<file path="config.mk">
export PLATFORM = sky130hd
export DESIGN_NAME = pipeline_stage_skid_flat
export DESIGN_NICKNAME = d
export VERILOG_FILES = /design/src/rtl/pipeline_stage_skid_if.sv /design/src/rtl/pipeline_stage_skid.sv /design/src/flat_wrapper.sv
export SDC_FILE = /design/constraint.sdc
export NUM_CORES = 1
export LEC_CHECK = 0
export CORE_MARGIN = 2
export CORE_UTILIZATION = 45
export CTS_BUF_LIST = sky130_fd_sc_hd__clkbuf_16
export DETAILED_ROUTE_END_ITERATION = 8
export GPL_ROUTABILITY_DRIVEN = 0
export HOLD_SLACK_MARGIN = 0.05
export PLACE_DENSITY = 0.76
export SLEW_MARGIN = 20
export SYNTH_ARGS = -nofsm -noshare
export SYNTH_HDL_FRONTEND = slang
export SYNTH_SLANG_ARGS = --single-unit
</file>
<file path="constraint.sdc">
create_clock -name clk -period 3.1 [get_ports clk]
set_input_delay 0.31 -clock clk [delete_from_list [all_inputs] [get_ports clk]]
set_output_delay 0.31 -clock clk [all_outputs]
set_load 0.01 [all_outputs]
</file>
<file path="src/rtl/pipeline_stage_skid_if.sv">
// rtl/pipeline_stage_skid_if.sv - upstream/downstream handshake bundle for pipeline_stage_skid
interface pipeline_stage_skid_if #(
  parameter int DATA_W = 32,
  parameter int CTRL_W = 4
);
  logic              in_valid;
  logic              in_ready;
  logic [DATA_W-1:0] in_data;
  logic [CTRL_W-1:0] in_ctrl;
  logic [4:0]        in_rd;
  logic              out_valid;
  logic              out_ready;
  logic [DATA_W-1:0] out_data;
  logic [CTRL_W-1:0] out_ctrl;
  logic [4:0]        out_rd;

  modport master (
    output in_valid, in_data, in_ctrl, in_rd, out_ready,
    input  in_ready, out_valid, out_data, out_ctrl, out_rd
  );

  modport slave (
    input  in_valid, in_data, in_ctrl, in_rd, out_ready,
    output in_ready, out_valid, out_data, out_ctrl, out_rd
  );
endinterface

</file>
<file path="src/rtl/pipeline_stage_skid.sv">
// rtl/pipeline_stage_skid.sv - two-entry (main + skid) pipeline register with flush and bubble counter
module pipeline_stage_skid #(
  parameter int                DATA_W   = 32,
  parameter int                CTRL_W   = 4,
  parameter logic [CTRL_W-1:0] NOP_CTRL = '0,
  parameter int                CNT_W    = 16
) (
  input  logic                  clk,
  input  logic                  rst,
  input  logic                  flush,
  output logic [CNT_W-1:0]      bubble_cnt,
  pipeline_stage_skid_if.slave  bus
);

  logic              main_valid;
  logic [DATA_W-1:0] main_data;
  logic [CTRL_W-1:0] main_ctrl;
  logic [4:0]        main_rd;
  logic              skid_valid;
  logic [DATA_W-1:0] skid_data;
  logic [CTRL_W-1:0] skid_ctrl;
  logic [4:0]        skid_rd;
  logic              accept;
  logic              drain;

  // in_ready comes straight from the skid flop, so it never sees out_ready.
  assign bus.in_ready = ~skid_valid;
  assign accept       = bus.in_valid & ~skid_valid;
  assign drain        = main_valid & bus.out_ready;

  assign bus.out_valid = main_valid;
  assign bus.out_data  = main_valid ? main_data : '0;
  assign bus.out_ctrl  = main_valid ? main_ctrl : NOP_CTRL;
  assign bus.out_rd    = main_valid ? main_rd   : 5'd0;

  always_ff @(posedge clk or posedge rst) begin
    if (rst) begin
      main_valid <= 1'b0;
      main_data  <= '0;
      main_ctrl  <= '0;
      main_rd    <= '0;
      skid_valid <= 1'b0;
      skid_data  <= '0;
      skid_ctrl  <= '0;
      skid_rd    <= '0;
    end else if (flush) begin
      main_valid <= 1'b0;
      skid_valid <= 1'b0;
    end else if (!main_valid || drain) begin
      // A full skid implies in_ready was low, so no input competes with it.
      if (skid_valid) begin
        main_valid <= 1'b1;
        main_data  <= skid_data;
        main_ctrl  <= skid_ctrl;
        main_rd    <= skid_rd;
        skid_valid <= 1'b0;
      end else if (accept) begin
        main_valid <= 1'b1;
        main_data  <= bus.in_data;
        main_ctrl  <= bus.in_ctrl;
        main_rd    <= bus.in_rd;
      end else begin
        main_valid <= 1'b0;
      end
    end else if (accept) begin
      skid_valid <= 1'b1;
      skid_data  <= bus.in_data;
      skid_ctrl  <= bus.in_ctrl;
      skid_rd    <= bus.in_rd;
    end
  end

  always_ff @(posedge clk or posedge rst) begin
    if (rst) begin
      bubble_cnt <= '0;
    end else if (bus.out_ready && !main_valid && (bubble_cnt != {CNT_W{1'b1}})) begin
      bubble_cnt <= bubble_cnt + 1'b1;
    end
  end

endmodule

</file>
<file path="src/flat_wrapper.sv">
// flat-port wrapper written by rule: the top's interface ports become plain ports
module pipeline_stage_skid_flat 
#(
  parameter int                DATA_W   = 32,
  parameter int                CTRL_W   = 4,
  parameter logic [CTRL_W-1:0] NOP_CTRL = '0,
  parameter int                CNT_W    = 16
)
  (clk, rst, flush, bubble_cnt, bus_in_valid, bus_in_data, bus_in_ctrl, bus_in_rd, bus_out_ready, bus_in_ready, bus_out_valid, bus_out_data, bus_out_ctrl, bus_out_rd);
  pipeline_stage_skid_if #(.DATA_W(DATA_W), .CTRL_W(CTRL_W)) bus_i ();
  input  logic clk;
  input  logic rst;
  input  logic flush;
  output logic [CNT_W-1:0] bubble_cnt;
  input wire logic [$bits(bus_i.in_valid)-1:0] bus_in_valid;
  input wire logic [$bits(bus_i.in_data)-1:0] bus_in_data;
  input wire logic [$bits(bus_i.in_ctrl)-1:0] bus_in_ctrl;
  input wire logic [$bits(bus_i.in_rd)-1:0] bus_in_rd;
  input wire logic [$bits(bus_i.out_ready)-1:0] bus_out_ready;
  output wire logic [$bits(bus_i.in_ready)-1:0] bus_in_ready;
  output wire logic [$bits(bus_i.out_valid)-1:0] bus_out_valid;
  output wire logic [$bits(bus_i.out_data)-1:0] bus_out_data;
  output wire logic [$bits(bus_i.out_ctrl)-1:0] bus_out_ctrl;
  output wire logic [$bits(bus_i.out_rd)-1:0] bus_out_rd;
  assign bus_i.in_valid = bus_in_valid;
  assign bus_i.in_data = bus_in_data;
  assign bus_i.in_ctrl = bus_in_ctrl;
  assign bus_i.in_rd = bus_in_rd;
  assign bus_i.out_ready = bus_out_ready;
  assign bus_in_ready = bus_i.in_ready;
  assign bus_out_valid = bus_i.out_valid;
  assign bus_out_data = bus_i.out_data;
  assign bus_out_ctrl = bus_i.out_ctrl;
  assign bus_out_rd = bus_i.out_rd;
  pipeline_stage_skid #(.DATA_W(DATA_W), .CTRL_W(CTRL_W), .NOP_CTRL(NOP_CTRL), .CNT_W(CNT_W)) u_core (.clk(clk), .rst(rst), .flush(flush), .bubble_cnt(bubble_cnt), .bus(bus_i));
endmodule
</file>
==> reports/metrics.cfg <==
[finish]
layout_common_cells = clkdlybuf4s50_1, dfrtp_1, nor2_1, mux2_2
nets = 539
drive_gt1_share_pct = 14.9
syn_to_final_growth_pct = 32.3
mostFrequentLayoutCell = clkdlybuf4s50_1
n_antenna_cell = 0
design_area_sq_mm = 0.00600
num-fill-cells = 839

[power]
power_leakage_nw = 2.40
p_comb_share_pct = 21.0
intPower_mw = 2.55
p_clk_share_pct = 28.7
p_sw_mw = 0.927
vdd_ir_drop_max_mv = 0.257
switching_share_pct = 26.7
pwr-share-seq_pct = 50.2
power_density_mw_per_mm2 = 579

[sta]
timing.hold.ws_ns = 0.424
finalSetupTns_ns = 0
finalClockSkew_ns = 0.00661
period_share_pct = 76.3
setup_viol = 0
worst_slew_pin_slew_ns = 0.699
maxSlewHeadroom_pct = 53.0
setup_ws_ns = 0.733
post-route-min-period_ns = 2.37
max_clock_freq_ghz = 0.423
rsz0062_at_grt = false
maxSlewViolCount = 0
hold_viol_final = 0

[grt]
grt_pass1_wl_mm = 15.7
grt_pass1_vias = 3239
grt_max_degree = 63
grt_overflow = 0
antenna_found_initial = 0
grt_use_total_pct = 17.8

[place]
port_buffers = 104
place_ws_ns = 0.816
placed_cell_area_sq_mm = 0.00574
post-dp-hpwl_mm = 6.48

[route]
drtPass1Iterations = 4
viasPerCell = 5.04
routed_wl_mm = 9.42
drtIter0Drc = 112
avgRoutedWirePerCell_um = 14.9
vias = 3174
postRouteAntennaNets = 0
drc = 0

[clock_network]
numClockSinks = 100
insertion_delay_ns = 0.33
post_cts_buffers = 0
clk_pin_slew_worst_paths_ns = 0.06
ctsResizeCount = 0
ctsHoldBuffers = 0
h-tree-depth = 3
numCtsBuffers = 9
cts_root_buf = clkbuf_16
cts_max_path_buffers = 2
cts_tree = yes

[synthesis]
synth-xor-area-share_pct = 2.32
syn_area_per_cell_sq_um = 11.6
syn_nets = 438
synth_cell_types = 30
synthCells = 391
yosysTopAreaCell = dfrtp_1
synth-warning-count = 0
synth_compound_area_share_pct = 4.64
synth_edf_count = 0
synth-simple-area-share_pct = 14.9
synthMuxAreaShare_pct = 20.3
synthAdderAreaFrac_pct = 0.276
synth-seq-cells = 100
synth-seq-area-share_pct = 55.2
synth_top_flop_cell = dfrtp_1
async_reset_ff_share_pct = 100
syn-cell-area_sq_mm = 0.00453
synth_top_area_share_pct = 55.2
synth_top_family_by_area = multiplexers
synthTopCellsByArea = dfrtp_1, mux2_2, mux2i_1

[worst_setup_path]
cp-endpoint = bus_out_data[26]
worstSetupPathType = reg2out
crit_arrival_ns = 2.06
critPathRequiredTime_ns = 2.79
end_kind = primary output
start_kind = register
crit_start = u_core.bus.out_valid$_DFFE_PP0N_
r2r_cells = 4
critPathMaxFanout = 32
reg2reg_slack_ns = 1.04
r2r_end = u_core.skid_data[1]$_DFFE_PP0P_
reg2reg_from = u_core.bus.out_valid$_DFFE_PP0N_

[worst_hold_path]
hold_path_class = in2async

[flow_run]
maxCapViolCount = 0

[run_status]
outcome = complete, no violations

[die]
die_h_um = 104
die_w_um = 104
rows = 36
design.core.area_sq_mm = 0.00977
initial_core_util_pct = 46.4
die_area_sq_mm = 0.0109
ios = 105

flip-flops by register name, summed over array words and instances, names as in the netlist:
| name | count |
|---|---|
| u_core.main_data | 32 |
| u_core.skid_data | 32 |
| u_core.bubble_cnt | 16 |
| u_core.main_rd | 5 |
| u_core.skid_rd | 5 |
| u_core.main_ctrl | 4 |
| u_core.skid_ctrl | 4 |
| u_core.bus.out_valid | 1 |
| u_core.skid_valid | 1 |
critical path, stage by stage, from the launching register on:
cell and delay (ns):
dfrtp_1 0.60, buf_4 0.36, and2_1 0.21, clkdlybuf4s50_1 0.55
stage by stage:
stage	power [mW]	utilization, %	cells
2_1_floorplan	2.14	-	391
3_3_place_gp	2.46	58.7	614
3_5_place_dp	2.51	58.7	614
4_1_cts	3.50	61.4	630
5_1_grt	3.65	61.4	630
6_report	3.47	61.4	630
cell type report:
type	instances	area, sq um	area share, %
well taps	133	166	2.77
clock inverters	7	37.5	0.626
repair buffers	112	1110	18.6
inverters	3	13.8	0.229
clock buffers	9	225	3.75
multi-input cells	266	1940	32.3
flip-flops and latches	100	2500	41.7
layer usage:
metal	GRT usage, %	share of wire, %
met2	28.9	48
met4	5.02	1.0
met5	0	0
met1	24.3	46
met3	3.57	4.5
Yosys cell counts, types with 4 or more instances:
master    number
dfrtp_1      100
mux2_2        44
nor2_1        44
a21oi_1       42
and2_1        42
mux2i_1       41
clkbuf_1      15
xnor2_1        8
nand4_1        7
nand2_1        6
nand3_1        6
nor3_1         6
buf_2          4
xor2_1         4
kinds of logic (layout without fill, tap and decap cells):
kind of cell    count (synthesis)  after routing
simple gates                  125            125
flops                         100            100
mux                            86             86
compound gates                 42             42
buf+inv                        25            131
xor+xnor                       12             12
fa+ha+maj                       1              1
worst min path at each step:
stage | from | endpoint | slack [ns] | depth (start not counted)
5_1_grt | rst | u_core.skid_data[25]$_DFFE_PP0P_ | 0.51 | 2
2_1_floorplan | flush | u_core.bus.out_valid$_DFFE_PP0N_ | 0.37 | 1
3_3_place_gp | u_core.skid_data[12]$_DFFE_PP0P_ | u_core.skid_data[12]$_DFFE_PP0P_ | 0.49 | 1
4_1_cts | rst | u_core.main_data[29]$_DFFE_PP0P_ | 0.45 | 2
3_5_place_dp | u_core.skid_data[9]$_DFFE_PP0P_ | u_core.skid_data[9]$_DFFE_PP0P_ | 0.50 | 1
6_report | rst | u_core.skid_data[25]$_DFFE_PP0P_ | 0.42 | 2
power by group through the flow:
stage / Clock (mW) / Sequential, mW / Combinational (mW)
global placement: 0 / 1.75 / 0.710
floorplan: 0 / 1.73 / 0.410
global route: 1.07 / 1.78 / 0.803
finish: 0.998 / 1.74 / 0.731
detailed placement: 0 / 1.77 / 0.740
CTS: 1.01 / 1.75 / 0.745
Note: power is estimated with default switching activity, not from simulation.
